==> config.mk <==
export PLATFORM = sky130hd
export DESIGN_NAME = mem_access_ctrl
export DESIGN_NICKNAME = d
export VERILOG_FILES = /design/src/rtl/mem_access_ctrl.sv
export SDC_FILE = /design/constraint.sdc
export NUM_CORES = 1
export LEC_CHECK = 0
export CAP_MARGIN = 20
export CORE_MARGIN = 1
export CORE_UTILIZATION = 45
export CTS_CLUSTER_DIAMETER = 60
export CTS_CLUSTER_SIZE = 28
export DETAILED_ROUTE_END_ITERATION = 10
export PLACE_DENSITY_LB_ADDON = 0.25
export SYNTH_ARGS = -nofsm -noshare
export SYNTH_HDL_FRONTEND = slang
export SYNTH_SLANG_ARGS = --single-unit
==> constraint.sdc <==
create_clock -name clk -period 2.15 [get_ports clk]
set_input_delay 0.43 -clock clk [delete_from_list [all_inputs] [get_ports clk]]
set_output_delay 0.43 -clock clk [all_outputs]
set_load 0.02 [all_outputs]
==> src/rtl/mem_access_ctrl.sv <==
`timescale 1ns/1ps
// Memory-stage access controller: latches a load/store, handshakes with backing memory, returns load data.
// Latency: buffered load hit 1 cycle; miss 2+k cycles for an ack k cycles after mm_req; err TIMEOUT+2 on no ack.
// Backpressure: Stall holds the memory stage while a request is pending; requests are sampled only in IDLE.
module mem_access_ctrl #(
    parameter int unsigned TIMEOUT = 16
) (
    input  logic        clk,
    input  logic        rst,
    input  logic [15:0] Addr,
    input  logic [15:0] DataIn,
    input  logic        Rd,
    input  logic        Wr,
    input  logic        createdump,
    output logic [15:0] DataOut,
    output logic        Done,
    output logic        Stall,
    output logic        err,
    output logic [15:0] mm_addr,
    output logic [15:0] mm_wdata,
    output logic        mm_req,
    output logic        mm_we,
    output logic        mm_dump,
    input  logic [15:0] mm_rdata,
    input  logic        mm_ack
);

    // The wait counter is 8 bits wide, so TIMEOUT must fit in 2..255.
    if (TIMEOUT < 2 || TIMEOUT > 255) begin : g_bad_timeout
        $error("mem_access_ctrl: TIMEOUT out of range 2..255");
    end

    localparam logic [7:0] WAIT_LAST = 8'(TIMEOUT - 1);

    typedef enum logic [2:0] {
        S_IDLE,
        S_REQ,
        S_WAIT,
        S_DONE,
        S_ERR
    } state_t;

    // Single-entry last-read buffer; tag is the full byte address of the load.
    typedef struct packed {
        logic        vld;
        logic [15:0] tag;
        logic [15:0] dat;
    } rbuf_t;

    state_t      state;
    rbuf_t       rbuf;
    logic [7:0]  wait_cnt;

    logic        req_present;
    logic        req_illegal;
    logic        req_hit;

    // Request classification for the IDLE-state decision; illegal takes precedence over hit.
    assign req_present = Rd | Wr;
    assign req_illegal = (Rd & Wr) | (req_present & Addr[0]);
    assign req_hit     = Rd & ~Wr & rbuf.vld & (rbuf.tag == Addr);

    // Stall: hold the pipeline whenever a request is outstanding or the block is wedged in ERR.
    always_comb begin
        Stall = 1'b0;
        case (state)
            S_IDLE:               Stall = req_present;
            S_REQ, S_WAIT, S_ERR: Stall = 1'b1;
            default:              Stall = 1'b0;
        endcase
    end

    // Main FSM: state, last-read buffer, wait counter and all registered outputs.
    always_ff @(posedge clk or negedge rst) begin
        if (!rst) begin
            state    <= S_IDLE;
            rbuf     <= '0;
            wait_cnt <= '0;
            DataOut  <= '0;
            Done     <= 1'b0;
            err      <= 1'b0;
            mm_addr  <= '0;
            mm_wdata <= '0;
            mm_req   <= 1'b0;
            mm_we    <= 1'b0;
            mm_dump  <= 1'b0;
        end else begin
            // Pulse outputs last exactly one cycle unless re-asserted below.
            Done    <= 1'b0;
            mm_req  <= 1'b0;
            mm_dump <= 1'b0;
            case (state)
                S_IDLE: begin
                    if (req_present) begin
                        if (req_illegal) begin
                            err   <= 1'b1;
                            state <= S_ERR;
                        end else if (req_hit) begin
                            DataOut <= rbuf.dat;
                            Done    <= 1'b1;
                            state   <= S_DONE;
                        end else begin
                            mm_addr  <= Addr;
                            mm_wdata <= DataIn;
                            mm_we    <= Wr;
                            mm_req   <= 1'b1;
                            state    <= S_REQ;
                        end
                    end else if (createdump) begin
                        // A dump may change memory contents, so the buffered copy is dropped.
                        mm_dump  <= 1'b1;
                        rbuf.vld <= 1'b0;
                    end
                end
                S_REQ: begin
                    wait_cnt <= '0;
                    state    <= S_WAIT;
                end
                S_WAIT: begin
                    if (mm_ack) begin
                        Done     <= 1'b1;
                        wait_cnt <= '0;
                        state    <= S_DONE;
                        if (!mm_we) begin
                            DataOut <= mm_rdata;
                            rbuf    <= rbuf_t'{vld: 1'b1, tag: mm_addr, dat: mm_rdata};
                        end else if (rbuf.vld && (rbuf.tag == mm_addr)) begin
                            // Write-through keeps the buffered copy coherent with memory.
                            rbuf.dat <= mm_wdata;
                        end
                    end else if (wait_cnt == WAIT_LAST) begin
                        err      <= 1'b1;
                        wait_cnt <= '0;
                        state    <= S_ERR;
                    end else begin
                        wait_cnt <= wait_cnt + 8'd1;
                    end
                end
                S_DONE: begin
                    state <= S_IDLE;
                end
                S_ERR: begin
                    // Terminal until reset.
                    err <= 1'b1;
                end
                default: begin
                    state <= S_IDLE;
                end
            endcase
        end
    end

endmodule

==> reports/qor.csv, run 1 <==
stage,metric,value,unit
route,wl_met3,558,um
timing,setup-violations-final,0,
cts,clk_latency,0.37,ns
setup_path,timing.critical_path.slowest_stage_cell,dfrtp_2,
die,fp.dieArea,11500,um2
finish,layout-area-overhead-vs-synth,36.4,%
setup_path,slowest_delay,0.45,ns
finish,n_antenna_cell,0,
power,leakagePower,0.00292,uW
synthesis,synth.cell_area,4980,um2
finish,final_util,63.0,%
synthesis,synth_largest_area_cell,dfrtp_1,
timing,final-hold-violation-count,0,
setup_path,cp_cell_sequence,xor2_2 > nor4_2 > nand4_1 > buf_6 > o21ai_4 > buf_12 > clkbuf_16 > mux2_2,
setup_path,crit_type,reg -> reg,
die,die_y,107,um
finish,instances_no_fill,698,
timing,post-route-period-util,97.0,%
synthesis,synth_nets,474,
synthesis,synthesis.instances,419,
grt,grt_usage,21.2,%
placed_design,port_buffers,107,
route,routedLengthMet1,5140,um
synthesis,synth_seq_area_share,48.7,%
timing,clock-skew-final,0.0178,ns
setup_path,cp-end-kind,flip-flop,
setup_path,worst-endpoint-required,2.40,ns
route,highest_layer,met4,
timing,max_slew_margin,59.5,%
synthesis,synth_top_area_share,48.7,%
route,vias_per_cell,5.49,
min_path,hold_path_class,in -> reg,
timing,min_period,2.09,ns
cts,cts_tree,yes,
grt,antenna_found_initial,0,
grt,grt_max_degree,47,
timing,worst_hold_slack,0.342,ns
timing,fin_setup_tns,0,ns
timing,tightest_slew,0.607,ns
die,ios,108,
finish,finalNetCount,608,
route,wl_per_cell,16.9,um
die,core-area,10800,um2
run,cap_violations,0,
power,p_per_area,891,nW/um2
min_path,holdCritStartpoint,Addr[14],
route,drt_iter0_drc,148,
finish,drive_above_1_share,24.9,%
cts,cts_buffer_depth,2,
cts,numCtsBuffers,9,
route,vias,3829,
cts,clkTransAtPathRegs,0.11,ns
route,firstDrtPassIters,5,
setup_path,r2r_start,rbuf[27]$_DFFE_PN0P_,
power,peakVddDrop,626,uV
cts,clockRootBuffer,clkbuf_8,
setup_path,start_kind,flip-flop,
die,start_util,46.2,%
power,finalPower,6060,uW
timing,report.final.slew_viol_count,0,
die,chipWidth,107,um
timing,fmax,480,MHz
placed_design,gp_congestion,0.771,
grt,grt_pass1_vias,3952,
grt,grt_overflow,0,
synthesis,yosysWarnings,0,
route,route.met2.wl,5870,um
cts,clock_sinks,97,
synthesis,netlist_top_cells_area,"dfrtp_1, mux2_2, mux2_1, xnor2_1, a222oi_1",
route,drt-total-wl,11800,um
route,antenna_left,0,
setup_path,arrival,2.34,ns
synthesis,synth_area_per_cell,11.9,um2
run_status,status,"complete, no violations",
cts,htree_levels,3,
synthesis,synth_seq_cells,97,
die,rows,38,
finish,fill_cells,885,
grt,grt_pass1_wl,19100,um
route,drc_errors,0,
placed_design,hpwl,8130,um
synthesis,synth.distinct_cells,45,
setup_path,critPathMaxFanout,6,
placed_design,dp.cells,674,
setup_path,crit_start,rbuf[27]$_DFFE_PN0P_,
cells in the final DEF, fill, tap and decap left out, drive strengths merged, types with 2 or more instances in the layout:
| cell | count |
|---|---|
| dfrtp | 97 |
| clkdlybuf4s50 | 96 |
| mux2 | 80 |
| buf | 39 |
| nand2 | 27 |
| xnor2 | 20 |
| nand3 | 20 |
| nor2b | 18 |
| or4 | 17 |
| mux2i | 16 |
| a222oi | 16 |
| xor2 | 16 |
| nor2 | 14 |
| o21ai | 12 |
| clkbuf | 11 |
| dlymetal6s2s | 8 |
| inv | 6 |
| nand4 | 4 |
| a21oi | 4 |
| nor3 | 4 |
| and2 | 4 |
| nor4 | 3 |
| and3 | 3 |
| clkinv | 3 |
| a21o | 2 |
| nand2b | 2 |
| nand3b | 2 |
layout make-up:
type | count | area, um2 | share of cell area (%)
Sequential cell | 97 | 2430 | 35.7
Clock inverter | 7 | 60.1 | 0.883
Clock buffer | 9 | 124 | 1.82
Multi-Input combinational cell | 296 | 2480 | 36.5
Timing Repair Buffer | 147 | 1520 | 22.4
Tap cell | 140 | 175 | 2.58
Inverter | 2 | 7.51 | 0.110
cells by family after synthesis:
logic type                 Yosys count  share of synthesized area (%)
muxes                               96                           21.3
and+or+nand+nor                    123                           14.0
buffers and inverters               26                           2.66
adders and majority gates            2                          0.452
xor gates and xnor gates            36                           6.33
DFF                                 97                           48.7
AOI/OAI and AO/OA                   39                           6.53
power by group:
| group | total [uW] | internal (uW) | switching (uW) |
|---|---|---|---|
| clock | 1140 | 444 | 695 |
| combinational | 2220 | 1250 | 968 |
| sequential | 2700 | 2290 | 406 |
| total | 6060 | 3990 | 2070 |
metal layers:
metal	vias to the layer above	track usage, %
met4	0	7.24
met5	-	0
met2	102	35.6
met1	1913	27.5
li1	1798	-
met3	16	3.83
metrics by stage:
stage | area (um2) | setup slack, ns
3_5_place_dp | 6400 | -0.481
2_1_floorplan | 4980 | 0.132
3_3_place_gp | 6400 | -0.442
6_report | 6800 | 0.0649
4_1_cts | 6630 | 0.00198
5_1_grt | 6800 | -0.00414
cell usage after synthesis:
| master | n |
|---|---|
| or4_1 | 17 |
| nor4b_2 | 1 |
| or3b_2 | 1 |
| nor3_4 | 1 |
| buf_6 | 1 |
| o2111a_1 | 1 |
| and2_1 | 4 |
| dfrtp_1 | 97 |
| or2_2 | 1 |
| nor4_1 | 3 |
| o311a_1 | 1 |
| mux2i_1 | 16 |
| a21oi_1 | 4 |
| a222oi_1 | 16 |
| nor2_1 | 13 |
| a21o_1 | 2 |
| a41oi_4 | 1 |
| o21ai_2 | 1 |
| or3_4 | 1 |
| buf_4 | 5 |
| xor2_1 | 16 |
| nor2_2 | 1 |
| o21ai_1 | 1 |
| maj3_1 | 1 |
| o311ai_0 | 1 |
| inv_1 | 2 |
| buf_2 | 7 |
| nand2_2 | 1 |
| nand2_1 | 26 |
| nor3_1 | 3 |
| a22o_1 | 1 |
| mux2_1 | 17 |
| xnor2_1 | 20 |
| and3_1 | 3 |
| clkbuf_1 | 10 |
| buf_1 | 1 |
| nand2b_1 | 2 |
| nor3b_2 | 1 |
| nor2b_1 | 18 |
| ha_1 | 1 |
| nand3_1 | 20 |
| mux2_2 | 63 |
| o21ai_0 | 10 |
| nand4_1 | 4 |
| nand3b_1 | 2 |
timing repair:
| item | CTS | global route |
|---|---|---|
| cloned | 0 | 3 |
| setup buffers | 1 | 4 |
| hold buffers | 1 | 0 |
| pin swaps | 2 | 7 |
| setup endpoints to repair | 39 | 51 |
| hold endpoints to repair | 27 | 0 |
| resized for setup | 11 | 22 |
flip-flops by register name (all words and copies together), names as in the netlist, 3 cells and up:
| signal | count |
|---|---|
| state | 3 |
| DataOut | 16 |
| mm_wdata | 16 |
| wait_cnt | 8 |
| rbuf | 33 |
| mm_addr | 16 |
critical path: cells and delay by family (launching register included):
family                 cells  cell delay (ns)
AO/OA/AOI/OAI              1             0.19
AND/OR/NAND/NOR            2             0.39
XOR/XNOR                   1             0.16
buffers and inverters      3             0.44
multiplexers               1             0.33
flip-flops                 1             0.45
final timing paths:
kind	end	slack, ns	cells past startpoint
setup / recovery	mm_addr[10]$_DFFE_PN0P_	0.06	8
max in group asynchronous	DataOut[6]$_DFFE_PN0P_	0.94	3
setup reg to reg	mm_addr[10]$_DFFE_PN0P_	0.06	8
hold / removal	mm_addr[14]$_DFFE_PN0P_	0.34	2
min in group asynchronous	DataOut[1]$_DFFE_PN0P_	0.53	2
hold reg to reg	err$_DFFE_PN0P_	0.50	1
Note: power is estimated with default switching activity, not from simulation.
==> run 2: changes to the inputs <==
MAX_ROUTING_LAYER = met4   (was not set)
==> run 2 against run 1 <==
Net effect: sequential share of layout area unchanged; non-clock buffer count unchanged; sequential cell count unchanged; total power about the same; combinational power about the same; utilization unchanged; cell area unchanged; via count about the same; critical endpoint unchanged; largest cell class unchanged; largest power group unchanged.
==> reports/qor.csv, run 2 (synthesis gave the netlist of run 1 again) <==
stage,metric,value,unit,change
route,firstDrtPassIters,5,,unchanged
setup_path,timing.critical_path.slowest_stage_cell,dfrtp_2,,
die,die_y,107,um,unchanged
power,finalPower,6060,uW,about the same
setup_path,r2r_start,rbuf[27]$_DFFE_PN0P_,,
timing,min_period,2.08,ns,-0.00204 ns
timing,fin_setup_tns,0,ns,unchanged
grt,antenna_found_initial,0,,unchanged
timing,post-route-period-util,96.9,%,about the same
finish,max_flop_register,rbuf,,
power,peakVddDrop,627,uV,+0.20%
cts,clkTransAtPathRegs,0.10,ns,about the same
setup_path,start_kind,flip-flop,,
setup_path,cp-end-kind,flip-flop,,
timing,fmax,480,MHz,about the same
power,p_per_area,891,nW/um2,about the same
route,drt_iter0_drc,168,,+14%
finish,drive_above_1_share,24.9,%,unchanged
route,antenna_left,0,,unchanged
die,ios,108,,unchanged
grt,grt_usage,21.8,%,+0.60 points
placed_design,dp.cells,674,,unchanged
cts,cts_buffer_depth,2,,unchanged
timing,max_slew_margin,58.9,%,-0.60 points
cts,clock_sinks,97,,unchanged
cts,clockRootBuffer,clkbuf_8,,
run_status,status,"complete, no violations",,
die,core-area,10800,um2,unchanged
placed_design,port_buffers,107,,unchanged
die,rows,38,,unchanged
timing,setup-violations-final,0,,unchanged
setup_path,r2r_cells,8,,unchanged
timing,worst_hold_slack,0.341,ns,-0.00156 ns
setup_path,crit_start,rbuf[27]$_DFFE_PN0P_,,
route,wl_per_cell,16.9,um,+0.24%
grt,grt_pass1_wl,19100,um,about the same
setup_path,slowest_delay,0.45,ns,about the same
min_path,holdCritStartpoint,Addr[14],,
cts,htree_levels,3,,unchanged
die,fp.dieArea,11500,um2,unchanged
route,vias,3828,,-0.026%
cts,numCtsBuffers,9,,unchanged
run,cap_violations,0,,unchanged
min_path,hold_path_class,in -> reg,,
setup_path,arrival,2.34,ns,about the same
finish,n_antenna_cell,0,,unchanged
timing,tightest_slew,0.616,ns,+0.00895 ns
die,start_util,46.2,%,unchanged
min_path,min_path_cells,2,,unchanged
finish,finalNetCount,608,,unchanged
setup_path,crit_type,reg -> reg,,
grt,grt_pass1_vias,3953,,+0.025%
setup_path,critPathMaxFanout,6,,unchanged
setup_path,cp_cell_sequence,xor2_2 > nor4_2 > nand4_1 > buf_6 > o21ai_4 > buf_12 > clkbuf_16 > mux2_2,,
placed_design,place_ws,-0.481,ns,unchanged
route,drt-total-wl,11800,um,+0.24%
finish,layout-area-overhead-vs-synth,36.4,%,unchanged
placed_design,hpwl,8130,um,unchanged
die,chipWidth,107,um,unchanged
setup_path,reg2reg_slack,0.07,ns,about the same
finish,largest_reg_flops,33,,unchanged
finish,final_cell_mix,"dfrtp_1, clkdlybuf4s50_1, mux2_2",,
cts,clk_latency,0.37,ns,about the same
setup_path,worst-endpoint-required,2.40,ns,about the same
timing,report.final.slew_viol_count,0,,unchanged
route,vias_per_cell,5.48,,about the same
timing,final-hold-violation-count,0,,unchanged
timing,setup_slack,0.0670,ns,+0.00204 ns
min_path,min_to,mm_addr[14]$_DFFE_PN0P_,,
power,leakagePower,0.00292,uW,about the same
grt,grt_max_degree,47,,unchanged
setup_path,timing.rr.end,mm_addr[10]$_DFFE_PN0P_,,
grt,grt_overflow,0,,unchanged
route,drc_errors,0,,unchanged
timing,clock-skew-final,0.0170,ns,-0.000790 ns
cts,cts_tree,yes,,
finish,instances_no_fill,698,,unchanged
placed_design,gp_congestion,0.781,,+1.3%
## run 2: cell counts in the layout (fill, tap and decap cells not counted)
No cell type changed its count.
## run 2: per-stage QoR
step                      instance area [um2]  utilization, %
after global routing                     6800            63.0
after global placement                   6400            59.3
after detailed placement                 6400            59.3
after floorplan                          4980               -
after CTS                                6630            61.5
final                                    6800            63.0
## run 2: final cells by class
type,count,area [um2]
Clock buffer,9,124
Clock inverter,7,60.1
Fill cell,885,4000
Inverter,2,7.51
Multi-Input combinational cell,296,2480
Sequential cell,97,2430
Tap cell,140,175
Timing Repair Buffer,147,1520
## run 2: worst max-delay path by stage
| stage | end | slack (ns) |
|---|---|---|
| floorplan | mm_addr[1]$_DFFE_PN0P_ | 0.13 |
| CTS | Stall | 0.002 |
| finish | mm_addr[10]$_DFFE_PN0P_ | 0.07 |
| detailed placement | DataOut[3]$_DFFE_PN0P_ | -0.48 |
| global placement | DataOut[9]$_DFFE_PN0P_ | -0.44 |
| global route | mm_addr[1]$_DFFE_PN0P_ | -0.005 |
## run 2: critical path: cells and delay by family (launching register included)
kind | cells | cell delay (ns)
flip-flops | 1 | 0.45
buffers and inverters | 3 | 0.44
AND/OR/NAND/NOR | 2 | 0.39
multiplexers | 1 | 0.33
AO/OA/AOI/OAI | 1 | 0.19
XOR/XNOR | 1 | 0.16
## run 2: repair_timing
item | CTS | global route
pin swaps | 2 | 8
endpoints found under the hold margin | 27 | 0
hold buffers | 1 | 0
endpoints found under the setup margin | 39 | 51
setup buffers | 1 | 4
cloned | 0 | 3
gates resized for setup | 11 | 22
## run 2: routing by layer
layer / up-vias / routed length [um] / track usage (%)
met5: - / 0 / -
met3: 15 / 462 / 3.28
met4: 0 / 170 / 7.24
met2: 106 / 5910 / 35.5
met1: 1910 / 5250 / 27.9
li1: 1797 / - / -
## run 2: power by group
part / internal [uW] / switching [uW]
Combinational: 1250 / 969
Clock: 444 / 695
Sequential: 2290 / 408
==> run 3: changes to the inputs <==
ABC_AREA = 1   (was not set)
REMOVE_ABC_BUFFERS = 1   (was not set)
SKIP_LAST_GASP = 1   (was not set)
==> run 3 against run 2 <==
Net effect: worst setup slack gained 0.072 ns; critical endpoint is now Stall; critical path type is now reg -> out; global-route usage up 2.6 points; highest routed layer unchanged; clock power rose by 5%; utilization fell by 1.1 points.
==> reports/qor.csv, run 3 <==
stage,metric,value,unit,change
run_status,status,"complete, no violations",,
synthesis,netlist_top_cells_area,"dfrtp_1, nand2_1, nand3_1, o21ai_0, inv_1",,
synthesis,synth_seq_area_share,49.4,%,+0.66 points
timing,setup_slack,0.139,ns,+0.0724 ns
die,die_y,107,um,-0.66%
setup_path,worst-endpoint-required,1.72,ns,-0.68 ns
setup_path,timing.critical_path.slowest_stage_cell,dfrtp_1,,
die,core-area,10500,um2,-3.1%
run,cap_violations,0,,unchanged
synthesis,synthesis.instances,643,,+53%
timing,setup-violations-final,0,,unchanged
finish,layout_commonest_cell,nand2_1,,
finish,finalNetCount,816,,+34%
placed_design,gp_congestion,0.947,,+21%
finish,max_flop_register,rbuf,,
cts,clock_sinks,97,,unchanged
die,chipWidth,107,um,-0.66%
grt,grt_pass1_vias,4483,,+13%
power,leakagePower,0.00327,uW,+12%
route,wl_per_cell,14.0,um,-17%
cts,clockRootBuffer,clkbuf_8,,
die,rows,37,,-2.6%
cts,cts_setup_buffers,0,,-1
finish,largest_reg_flops,33,,unchanged
finish,drive_above_1_share,7.97,%,-17 points
power,peakVddDrop,636,uV,+1.4%
setup_path,critPathMaxFanout,4,,-2
synthesis,synth_most_common_cell,nand2_1,,
timing,max_slew_margin,64.9,%,+6.0 points
synthesis,synth_edf_count,0,,unchanged
route,vias_per_cell,5.11,,-6.9%
setup_path,worst-path-buf-inv,4,,+1
synthesis,synth_top_area_share,49.4,%,+0.66 points
grt,grt_max_degree,42,,-11%
finish,seqCellArea,2430,um2,about the same
setup_path,crit_type,reg -> out,,
cts,numCtsBuffers,9,,unchanged
timing,min_period,2.01,ns,-0.0724 ns
timing,report.final.slew_viol_count,0,,unchanged
cts,clk_latency,0.36,ns,about the same
timing,fmax,497,MHz,+3.6%
cts,htree_levels,3,,unchanged
finish,final_cell_mix,"nand2_1, clkdlybuf4s50_1, dfrtp_1",,
timing,post-route-period-util,93.5,%,-3.4 points
route,drt-total-wl,12600,um,+6.7%
cts,cts_tree,yes,,
placed_design,place_ws,-0.124,ns,+0.357 ns
synthesis,synth.distinct_cells,32,,-29%
die,ios,108,,unchanged
finish,n_antenna_cell,0,,unchanged
power,p_per_area,1290,nW/um2,+45%
grt,antenna_found_initial,0,,unchanged
cts,cts_buffer_depth,2,,unchanged
synthesis,synth_common_cells,"nand2_1, dfrtp_1, nand3_1, inv_1, o21ai_0",,
cts,ctsHoldBuffers,0,,-1
grt,grt_overflow,0,,unchanged
route,firstDrtPassIters,5,,unchanged
timing,rsz0062_at_grt,false,,
grt,grt_pass1_wl,21200,um,+11%
setup_path,cp-end-kind,output port,,
setup_path,arrival,1.58,ns,-0.76 ns
synthesis,synth_flop_cell,dfrtp_1,,
placed_design,hpwl,9310,um,+15%
finish,layout-area-overhead-vs-synth,31.6,%,
grt,grt_usage,24.4,%,+2.6 points
route,vias,4602,,+20%
timing,clock-skew-final,0.0125,ns,-0.00451 ns
finish,fill_cells,955,,+7.9%
synthesis,synth.cell_area,4920,um2,-1.3%
synthesis,postSynth.asyncResetShare,100,%,unchanged
power,finalPower,8340,uW,+38%
finish,multi_input_area,2110,um2,-15%
synthesis,synth_seq_cells,97,,unchanged
synthesis,yosysWarnings,0,,unchanged
die,fp.dieArea,11300,um2,-1.3%
route,drt_iter0_drc,231,,+38%
route,antenna_left,0,,unchanged
setup_path,slowest_delay,0.43,ns,-0.02 ns
setup_path,cp_cell_sequence,nor2_1 > inv_1 > nor2_4 > inv_2 > nor2_1 > inv_1 > nand4_1 > buf_2,,
synthesis,synth_largest_area_cell,dfrtp_1,,
synthesis,synth_area_per_cell,7.65,um2,-36%
route,drc_errors,0,,unchanged
setup_path,start_kind,flip-flop,,
placed_design,port_buffers,107,,unchanged
finish,final_util,61.9,%,-1.1 points
cts,post_cts_resized,3,,-8
die,start_util,47.0,%,+0.82 points
timing,final-hold-violation-count,0,,unchanged
timing,tightest_slew,0.527,ns,-0.0887 ns
min_path,hold_path_class,in -> async,,
setup_path,cp_top_family,flip-flops,,
cts,clkTransAtPathRegs,0.10,ns,about the same
run 3: cell types whose count changed after synthesis, moves of 18 or more:
cell | before | now
nand2_1 | 26 | 235
o21ai_0 | 10 | 50
nand3_1 | 20 | 76
inv_1 | 2 | 61
mux2_2 | 63 | 4
nor2b_1 | 18 | 0
nor2_1 | 13 | 33
run 3: layout make-up:
type                            count  area share [%]
Inverter                           64            3.71
Tap cell                          136            2.63
Sequential cell                    97            37.5
Clock buffer                       10            2.13
Clock inverter                      5           0.870
Multi-Input combinational cell    455            32.6
Timing Repair Buffer              134            20.5
run 3: cells by family after synthesis:
family / synth area share [%]
AOI/OAI and AO/OA: 7.02
xor gates and xnor gates: 3.56
adders and majority gates: 0.254
buffers and inverters: 7.81
DFF: 49.4
muxes: 1.22
and+or+nand+nor: 30.8
run 3: routing by layer:
layer / up-vias / track usage [%] / part of all wire [%]
met4: 0 / 8.32 / 2.4
met3: 32 / 3.62 / 5.7
met2: 174 / 40.4 / 49
met5: - / - / 0
met1: 2136 / 30.6 / 42
li1: 2260 / - / -
run 3: power breakdown:
group          total, uW  internal, uW  switching [uW]  leakage, uW
clock network       1200           562             638    0.0000981
logic               3900          1760            2140      0.00195
registers           3250          2590             662      0.00122
run 3: worst paths after layout:
kind	from	cells after the start	end	slack, ns
max	state[1]$_DFFE_PN0P_	8	Stall	0.14
min	rst	1	DataOut[7]$_DFFE_PN0P_	0.03
max reg2reg	state[2]$_DFFE_PN0P_	9	rbuf[9]$_DFFE_PN0P_	0.22
min reg2reg	DataOut[3]$_DFFE_PN0P_	2	DataOut[3]$_DFFE_PN0P_	0.48
max in group asynchronous	rst	2	DataOut[10]$_DFFE_PN0P_	1.51
min in group clk	DataOut[3]$_DFFE_PN0P_	2	DataOut[3]$_DFFE_PN0P_	0.48
run 3: metrics by stage:
step | TNS (ns) | std cells | hold WS [ns] | area [um2]
floorplan | -21.81 | 616 | 0.134 | 4770
global placement | -1.20 | 886 | 0.445 | 6280
detailed placement | -2.39 | 886 | 0.446 | 6280
CTS | 0 | 901 | 0.0544 | 6470
global route | 0 | 901 | 0.0628 | 6470
finish | 0 | 901 | 0.0302 | 6470
run 3: worst register-to-register path, cell delays in order (launching register included):
cell and delay (ns):
dfrtp_1 0.45, nor2_2 0.14, nand2_1 0.11, nor2_2 0.17, inv_2 0.05, or2_2 0.31, buf_12 0.17, nand2_2 0.29
nand2_1 0.11, nand2_1 0.08
